`src/rtl/fetch_stage.sv`:
```
// Instruction-fetch stage and IF/ID pipeline register.
// Owns the PC, talks to instruction memory, and handles stall / redirect / halt drain.
module fetch_stage #(
  parameter int              PC_W      = 9,
  parameter logic [PC_W-1:0] RESET_PC  = '0,
  parameter int              DRAIN_CYC = 3,
  parameter logic [31:0]     NOP       = 32'h0000_0013
) (
  input  logic            clk,
  input  logic            reset,
  output logic            imem_req,
  output logic [PC_W-1:0] imem_addr,
  input  logic [31:0]     imem_rdata,
  input  logic            imem_valid,
  input  logic            stall,
  input  logic            redirect,
  input  logic [PC_W-1:0] redirect_pc,
  input  logic            halt,
  output logic [PC_W-1:0] id_pc,
  output logic [31:0]     id_instr,
  output logic            id_valid,
  output logic            halted
);

  typedef enum logic [1:0] {FETCH, DRAIN, HALTED} state_t;

  localparam logic [2:0] DRAIN_INIT = 3'(DRAIN_CYC - 1);

  state_t          state;
  logic [PC_W-1:0] pc;
  logic [2:0]      drain_cnt;
  logic            halt_q;
  logic [PC_W-1:0] redir_tgt;

  // A halt decoded from a bubble is not a real instruction.
  assign halt_q    = halt && id_valid;
  assign redir_tgt = {redirect_pc[PC_W-1:2], 2'b00};
  assign imem_req  = (state == FETCH) && reset;
  assign imem_addr = pc;

  always_ff @(posedge clk) begin
    if (!reset) begin
      state     <= FETCH;
      pc        <= RESET_PC;
      id_pc     <= '0;
      id_instr  <= NOP;
      id_valid  <= 1'b0;
      halted    <= 1'b0;
      drain_cnt <= '0;
    end else begin
      case (state)
        FETCH: begin
          if (redirect) begin
            pc       <= redir_tgt;
            id_instr <= NOP;
            id_valid <= 1'b0;
          end else if (halt_q) begin
            state     <= DRAIN;
            drain_cnt <= DRAIN_INIT;
            id_instr  <= NOP;
            id_valid  <= 1'b0;
          end else if (stall) begin
            // Response dropped on purpose; the same word is refetched after the stall.
          end else if (imem_valid) begin
            id_pc    <= pc;
            id_instr <= imem_rdata;
            id_valid <= 1'b1;
            pc       <= pc + PC_W'(4);
          end else begin
            id_instr <= NOP;
            id_valid <= 1'b0;
          end
        end
        DRAIN: begin
          id_instr <= NOP;
          id_valid <= 1'b0;
          if (redirect) begin
            pc    <= redir_tgt;
            state <= FETCH;
          end else if (drain_cnt == '0) begin
            state  <= HALTED;
            halted <= 1'b1;
          end else begin
            drain_cnt <= drain_cnt - 3'd1;
          end
        end
        HALTED: begin
        end
        default: state <= FETCH;
      endcase
    end
  end

endmodule

```
`config.mk`:
```
export PLATFORM = sky130hd
export DESIGN_NAME = fetch_stage
export DESIGN_NICKNAME = d
export VERILOG_FILES = /design/src/rtl/fetch_stage.sv
export SDC_FILE = /design/constraint.sdc
export NUM_CORES = 1
export LEC_CHECK = 0
export ABC_CLOCK_PERIOD_IN_PS = 3550
export BUFFER_PORTS_ARGS = -buffer_cell sky130_fd_sc_hd__buf_2
export CORE_UTILIZATION = 50
export CTS_BUF_LIST = sky130_fd_sc_hd__clkbuf_2 sky130_fd_sc_hd__clkbuf_4 sky130_fd_sc_hd__clkbuf_8
export DETAILED_ROUTE_END_ITERATION = 6
export HOLD_SLACK_MARGIN = 0.05
export PLACE_DENSITY_LB_ADDON = 0.1
export SLEW_MARGIN = 40
export SYNTH_ARGS = -nofsm -noshare
export SYNTH_HDL_FRONTEND = slang
export SYNTH_SLANG_ARGS = --single-unit
export TNS_END_PERCENT = 50
```
`constraint.sdc`:
```
create_clock -name clk -period 3.55 [get_ports clk]
set_input_delay 0.355 -clock clk [delete_from_list [all_inputs] [get_ports clk]]
set_output_delay 0.355 -clock clk [all_outputs]
set_load 0.03 [all_outputs]
```
==> impl_metrics.ini, run 1 <==
[logic_synthesis]
synth_most_common_cell = dfxtp_1
yosysUniqueCellTypes = 45
synth.avg_cell_area_um2 = 10.4
postSynthCellCount = 200
yosysTopAreaCellShare = 0.510
ys_ff_latch = 53
yosysTopAreaCell = dfxtp_1
synth_edf_count = 0
syn_area_um2 = 2080
seq_area_frac_synth = 0.510
ys_top_cells_by_area = dfxtp_1, a22o_1, mux2i_1
synth-main-ff-cell = dfxtp_1
ys_top_cells_by_count = dfxtp_1, a22o_1, nand2_1
ys_async_sr_fraction = 0
yosys_warnings = 0

[timing]
worst_slack_ns = 1.73
finalHoldViolCount = 0
hold_slack_ns = 0.264
fin_skew_ns = 0.00808
setup_tns_ns = 0
max_freq_mhz = 550
worst_slew_pin_slew_ns = 0.539
period_minus_slack_ns = 1.82
relSlewSlack = 0.640
drv_slew = 0
finalCritPeriodShare = 0.513
finalSetupViolCount = 0
rsz0062_at_grt = false

[place]
dp_slack_ns = 1.49
place_area_um2 = 2530
place_congestion = 0.810
io_buffers = 93
post-dp-hpwl_mm = 3.23

[critical_path]
r2r-end = drain_cnt[2]
crit_path_frequent_cell = ha_1
cpPeakStageDelay_ns = 0.47
r2r_start = drain_cnt[0]
crit_arrival_ns = 2.00
required_ns = 3.73
worstRegToRegCells = 7
worstPathCellList = inv_1 -> ha_1 -> ha_1 -> nand2b_1 -> a211oi_1 -> mux2i_1 -> nor2_1
crit_type = reg -> reg
critPathCaptureType = flop
start_kind = flop
slowest_stage = a211oi_1
worstPathMaxFanout = 4
ff2ff_setup_slack_ns = 1.73

[cts]
clock_sinks = 53
post_cts_resized = 0
clockRootBuffer = clkbuf_8
ctsLongestPathBuffers = 2
clk_latency_ns = 0.30
cts_buffers = 5
htreeDepth = 2
post_cts_buffers = 0
clkTransAtPathRegs_ns = 0.09
cts_tree = built
cts_hold_buf = 0

[drt]
drc = 0
drt_wl_total_mm = 4.53
drt_iter0_drc = 65
viasPerCell = 5.22
wl_per_cell_um = 13.3
firstDrtPassIters = 4
ant_nets = 0
vias = 1779

[floorplan]
die_x_um = 66.5
dieArea_um2 = 4420
core_area_um2 = 4000
rows = 23
fp.dieH_um = 66.5
io_pins = 100
start_util = 0.520

[power_and_ir_drop]
ir_drop_mv = 0.255
p_leak_nw = 1.26
p_per_area_nw_per_um2 = 433
total_power_w = 0.00113

[final_layout]
drive_gt1_frac = 0.385
synthToLayoutAreaGrowth_pct = 26.0
n_fill_cell = 349
finalNetCount = 340
design_area_um2 = 2620
diodes = 0

[global_routing]
grt_util_met3 = 0.0719
grt-busiest-layer = met2
grtUsageTotal = 0.206
grt_pass1_vias = 1516
grt_pass1_wl_mm = 6.87
met2_usage = 0.325
met1_usage = 0.265
antenna_found_initial = 0
gr-total-overflow = 0
grt_max_degree = 30

[worst_hold_path]
min_path_cells = 2
min_path_type = in -> reg
min_from = imem_rdata[11]
worstHoldEndpoint = id_instr[11]

[outcome]
outcome = finished, final reports clean

[job]
maxCapViolCount = 0
[report_power, final]
group          total [W]  internal, W  switching [W]
Clock           0.000341     0.000149       0.000193
Sequential      0.000630     0.000614      0.0000159
Combinational   0.000163    0.0000606       0.000103
[through the flow]
stage                      util  cells
after floorplan               -    203
after global placement    0.633    333
after detailed placement  0.633    333
after CTS                 0.656    341
after global routing      0.656    341
final                     0.656    341
[state kept, by name, summed over array words and instances (netlist names)]
name,count
halted,1
state,2
imem_addr,7
id_valid,1
id_pc,7
drain_cnt,3
id_instr,32
[metal layers]
layer  vias to the layer above  routed length, um
met5                         -                  0
met3                         2                332
met1                       795               2190
met4                         0                 14
li1                        903                  -
met2                        79               1990
[kinds of logic after synthesis]
family / Yosys count / synth area share
buf+inv: 20 / 0.0577
flops: 53 / 0.510
mux: 9 / 0.0433
fa+ha+maj: 3 / 0.0180
compound gates: 61 / 0.237
other cells: 1 / 0.00180
simple gates: 53 / 0.132
[layout by cell type, fill, tap and decap left out, drive strengths merged, types with 4 or more instances in the layout]
cell type	synthesis	routed
dfxtp	53	53
inv	6	7
nand2	19	19
a211oi	5	5
nand3	4	4
nor3	4	4
clkbuf	4	6
mux2i	9	9
buf	10	94
a21oi	11	11
nor2	11	11
a22o	29	29
conb	1	4
nand2b	4	4
[critical path, delay by kind of cell, from the launching register on]
family,cells,cell delay [ns]
compound gates,1,0.47
buf+inv,1,0.05
fa+ha+maj,2,0.40
flops,1,0.35
mux,1,0.24
simple gates,2,0.20
[worst max-delay path by stage]
stage | startpoint | endpoint | slack [ns]
finish | drain_cnt[0] | drain_cnt[2] | 1.73
detailed placement | reset | id_instr[31] | 1.49
CTS | drain_cnt[0] | drain_cnt[2] | 1.70
floorplan | drain_cnt[0] | drain_cnt[2] | 1.92
global route | drain_cnt[0] | drain_cnt[2] | 1.60
global placement | reset | id_instr[31] | 1.49
[layout make-up]
class                           count  area, um2  share of cell area
Timing Repair Buffer               94        473               0.180
Inverter                            6       22.5             0.00859
Multi-Input combinational cell    130        913               0.348
Tap cell                           50       62.6              0.0239
Sequential cell                    53       1060               0.405
Clock buffer                        6       76.3              0.0291
Clock inverter                      2       13.8             0.00525
Power figures use the tool's default switching activity.
==> inputs of run 2 (changes only) <==
Settings changed: ABC_CLOCK_PERIOD_IN_PS 3550 to 1900, CORE_UTILIZATION 50 to 47.
Clock period 3.55 ns to 1.9 ns, I/O delays scaled along.
==> impl_metrics.ini, run 2 (synthesis results as in run 1) <==
[outcome]
outcome = finished, final reports clean

[global_routing]
grtUsageTotal = 0.202
grt_pass1_vias = 1599
gr-total-overflow = 0
grt_max_degree = 30
antenna_found_initial = 0
grt_pass1_wl_mm = 6.98

[critical_path]
slowest_stage = dfxtp_1
crit_type = reg -> reg
crit_path_frequent_cell = ha_1
required_ns = 2.09
r2r_start = drain_cnt[0]
worstPathMaxFanout = 4
critPathCapture = drain_cnt[2]
crit_arrival_ns = 1.84
worstPathCellList = inv_1 -> ha_1 -> ha_1 -> nand2b_1 -> a211oi_1 -> buf_4 -> mux2i_1 -> nor2_1
start_kind = flop
r2r-end = drain_cnt[2]
startpoint = drain_cnt[0]
worstRegToRegCells = 8
cpPeakStageDelay_ns = 0.36
ff2ff_setup_slack_ns = 0.25
critPathCaptureType = flop

[worst_hold_path]
min_path_type = in -> reg
min_path_cells = 2

[cts]
clock_sinks = 53
post_cts_buffers = 0
ctsLongestPathBuffers = 2
cts_buffers = 5
cts_hold_buf = 0
htreeDepth = 2
cts_tree = built
clkTransAtPathRegs_ns = 0.09
post_cts_resized = 0
clockRootBuffer = clkbuf_8
clk_latency_ns = 0.31

[timing]
max_freq_mhz = 605
setup_tns_ns = 0
fin_skew_ns = 0.00356
worst_slack_ns = 0.246
rsz0062_at_grt = false
hold_slack_ns = 0.0921
drv_slew = 0
finalSetupViolCount = 0
finalCritPeriodShare = 0.870
finalHoldViolCount = 0
period_minus_slack_ns = 1.65

[floorplan]
fp.dieH_um = 68.5
rows = 23
dieArea_um2 = 4700
core_area_um2 = 4120
io_pins = 100
die_x_um = 68.5
start_util = 0.506

[final_layout]
diodes = 0
drive_gt1_frac = 0.389
n_fill_cell = 381
final_util = 0.644
top_register = id_instr
synthToLayoutAreaGrowth_pct = 27.4
largest_register_ffs = 32
fin_cells = 343
layout_commonest_cell = buf_2
finalNetCount = 342
final_cell_mix = buf_2, dfxtp_1, a22o_1, nand2_1

[drt]
drt_wl_total_mm = 4.68
drt_iter0_drc = 65
ant_nets = 0
vias = 1818
firstDrtPassIters = 4
wl_per_cell_um = 13.6
viasPerCell = 5.30
drc = 0

[power_and_ir_drop]
pwr-share-seq = 0.554
p_leak_nw = 1.26
p_comb_frac = 0.146
p_per_area_nw_per_um2 = 801
ir_drop_mv = 0.468
p_int_w = 0.00154
clock_power_share = 0.300
sw_frac_of_total = 0.275
netSwitchingPower_w = 0.000585

[job]
maxCapViolCount = 0

[place]
dp_slack_ns = 0.230
place_congestion = 0.711
io_buffers = 93
placedCellCount = 335
post-dp-hpwl_mm = 3.39
## run 2: cell types whose count changed in the layout (fill, tap and decap cells not counted), sizes merged
cell      before  now
buf           94   96
clkinv         1    0
inv            7    6
clkinvlp       0    2
## run 2: layout make-up
type / count / area (um2) / share of cell area
sequential: 53 / 1060 / 0.400
multi-input combinational: 130 / 913 / 0.345
clock buffer: 6 / 76.3 / 0.0288
inverter: 6 / 22.5 / 0.00849
clock inverter: 2 / 15.0 / 0.00566
tap: 50 / 62.6 / 0.0236
timing repair buffer: 96 / 500 / 0.189
## run 2: through the flow
step | area, um2 | power (W)
floorplan | 2090 | 0.00141
global placement | 2560 | 0.00151
detailed placement | 2560 | 0.00151
CTS | 2650 | 0.00215
global route | 2650 | 0.00223
finish | 2650 | 0.00212
## run 2: worst max-delay path, delay by kind of cell (launching register included)
kind / cells / cell delay, ns
adder cells (fa/ha/maj): 2 / 0.38
flip-flops: 1 / 0.36
buffers and inverters: 2 / 0.22
AO/OA/AOI/OAI: 1 / 0.20
AND/OR/NAND/NOR: 2 / 0.19
multiplexers: 1 / 0.17
## run 2: per-layer routing
metal	part of all wire	GRT usage	up-vias	wire (um)
li1	-	-	911	-
met1	0.46	0.228	830	2140
met2	0.45	0.349	70	2110
met3	0.074	0.0477	7	346
met4	0.017	0.107	0	80
met5	0	0	-	0
## run 2: how the worst min path moves through the flow
stage / to / start / slack [ns]
6_report: id_instr[23] / imem_rdata[23] / 0.09
5_1_grt: id_instr[29] / imem_rdata[29] / 0.08
4_1_cts: id_instr[29] / imem_rdata[29] / 0.08
3_5_place_dp: id_instr[22] / imem_rdata[22] / 0.41
3_3_place_gp: id_instr[23] / imem_rdata[23] / 0.41
2_1_floorplan: id_instr[10] / imem_rdata[10] / 0.31
## run 2: power by group through the flow
stage	clock network, W	logic, W	registers (W)
after detailed placement	0	0.000311	0.00120
after floorplan	0	0.000140	0.00127
final	0.000637	0.000310	0.00118
after global routing	0.000705	0.000338	0.00118
after global placement	0	0.000309	0.00120
after CTS	0.000660	0.000313	0.00118
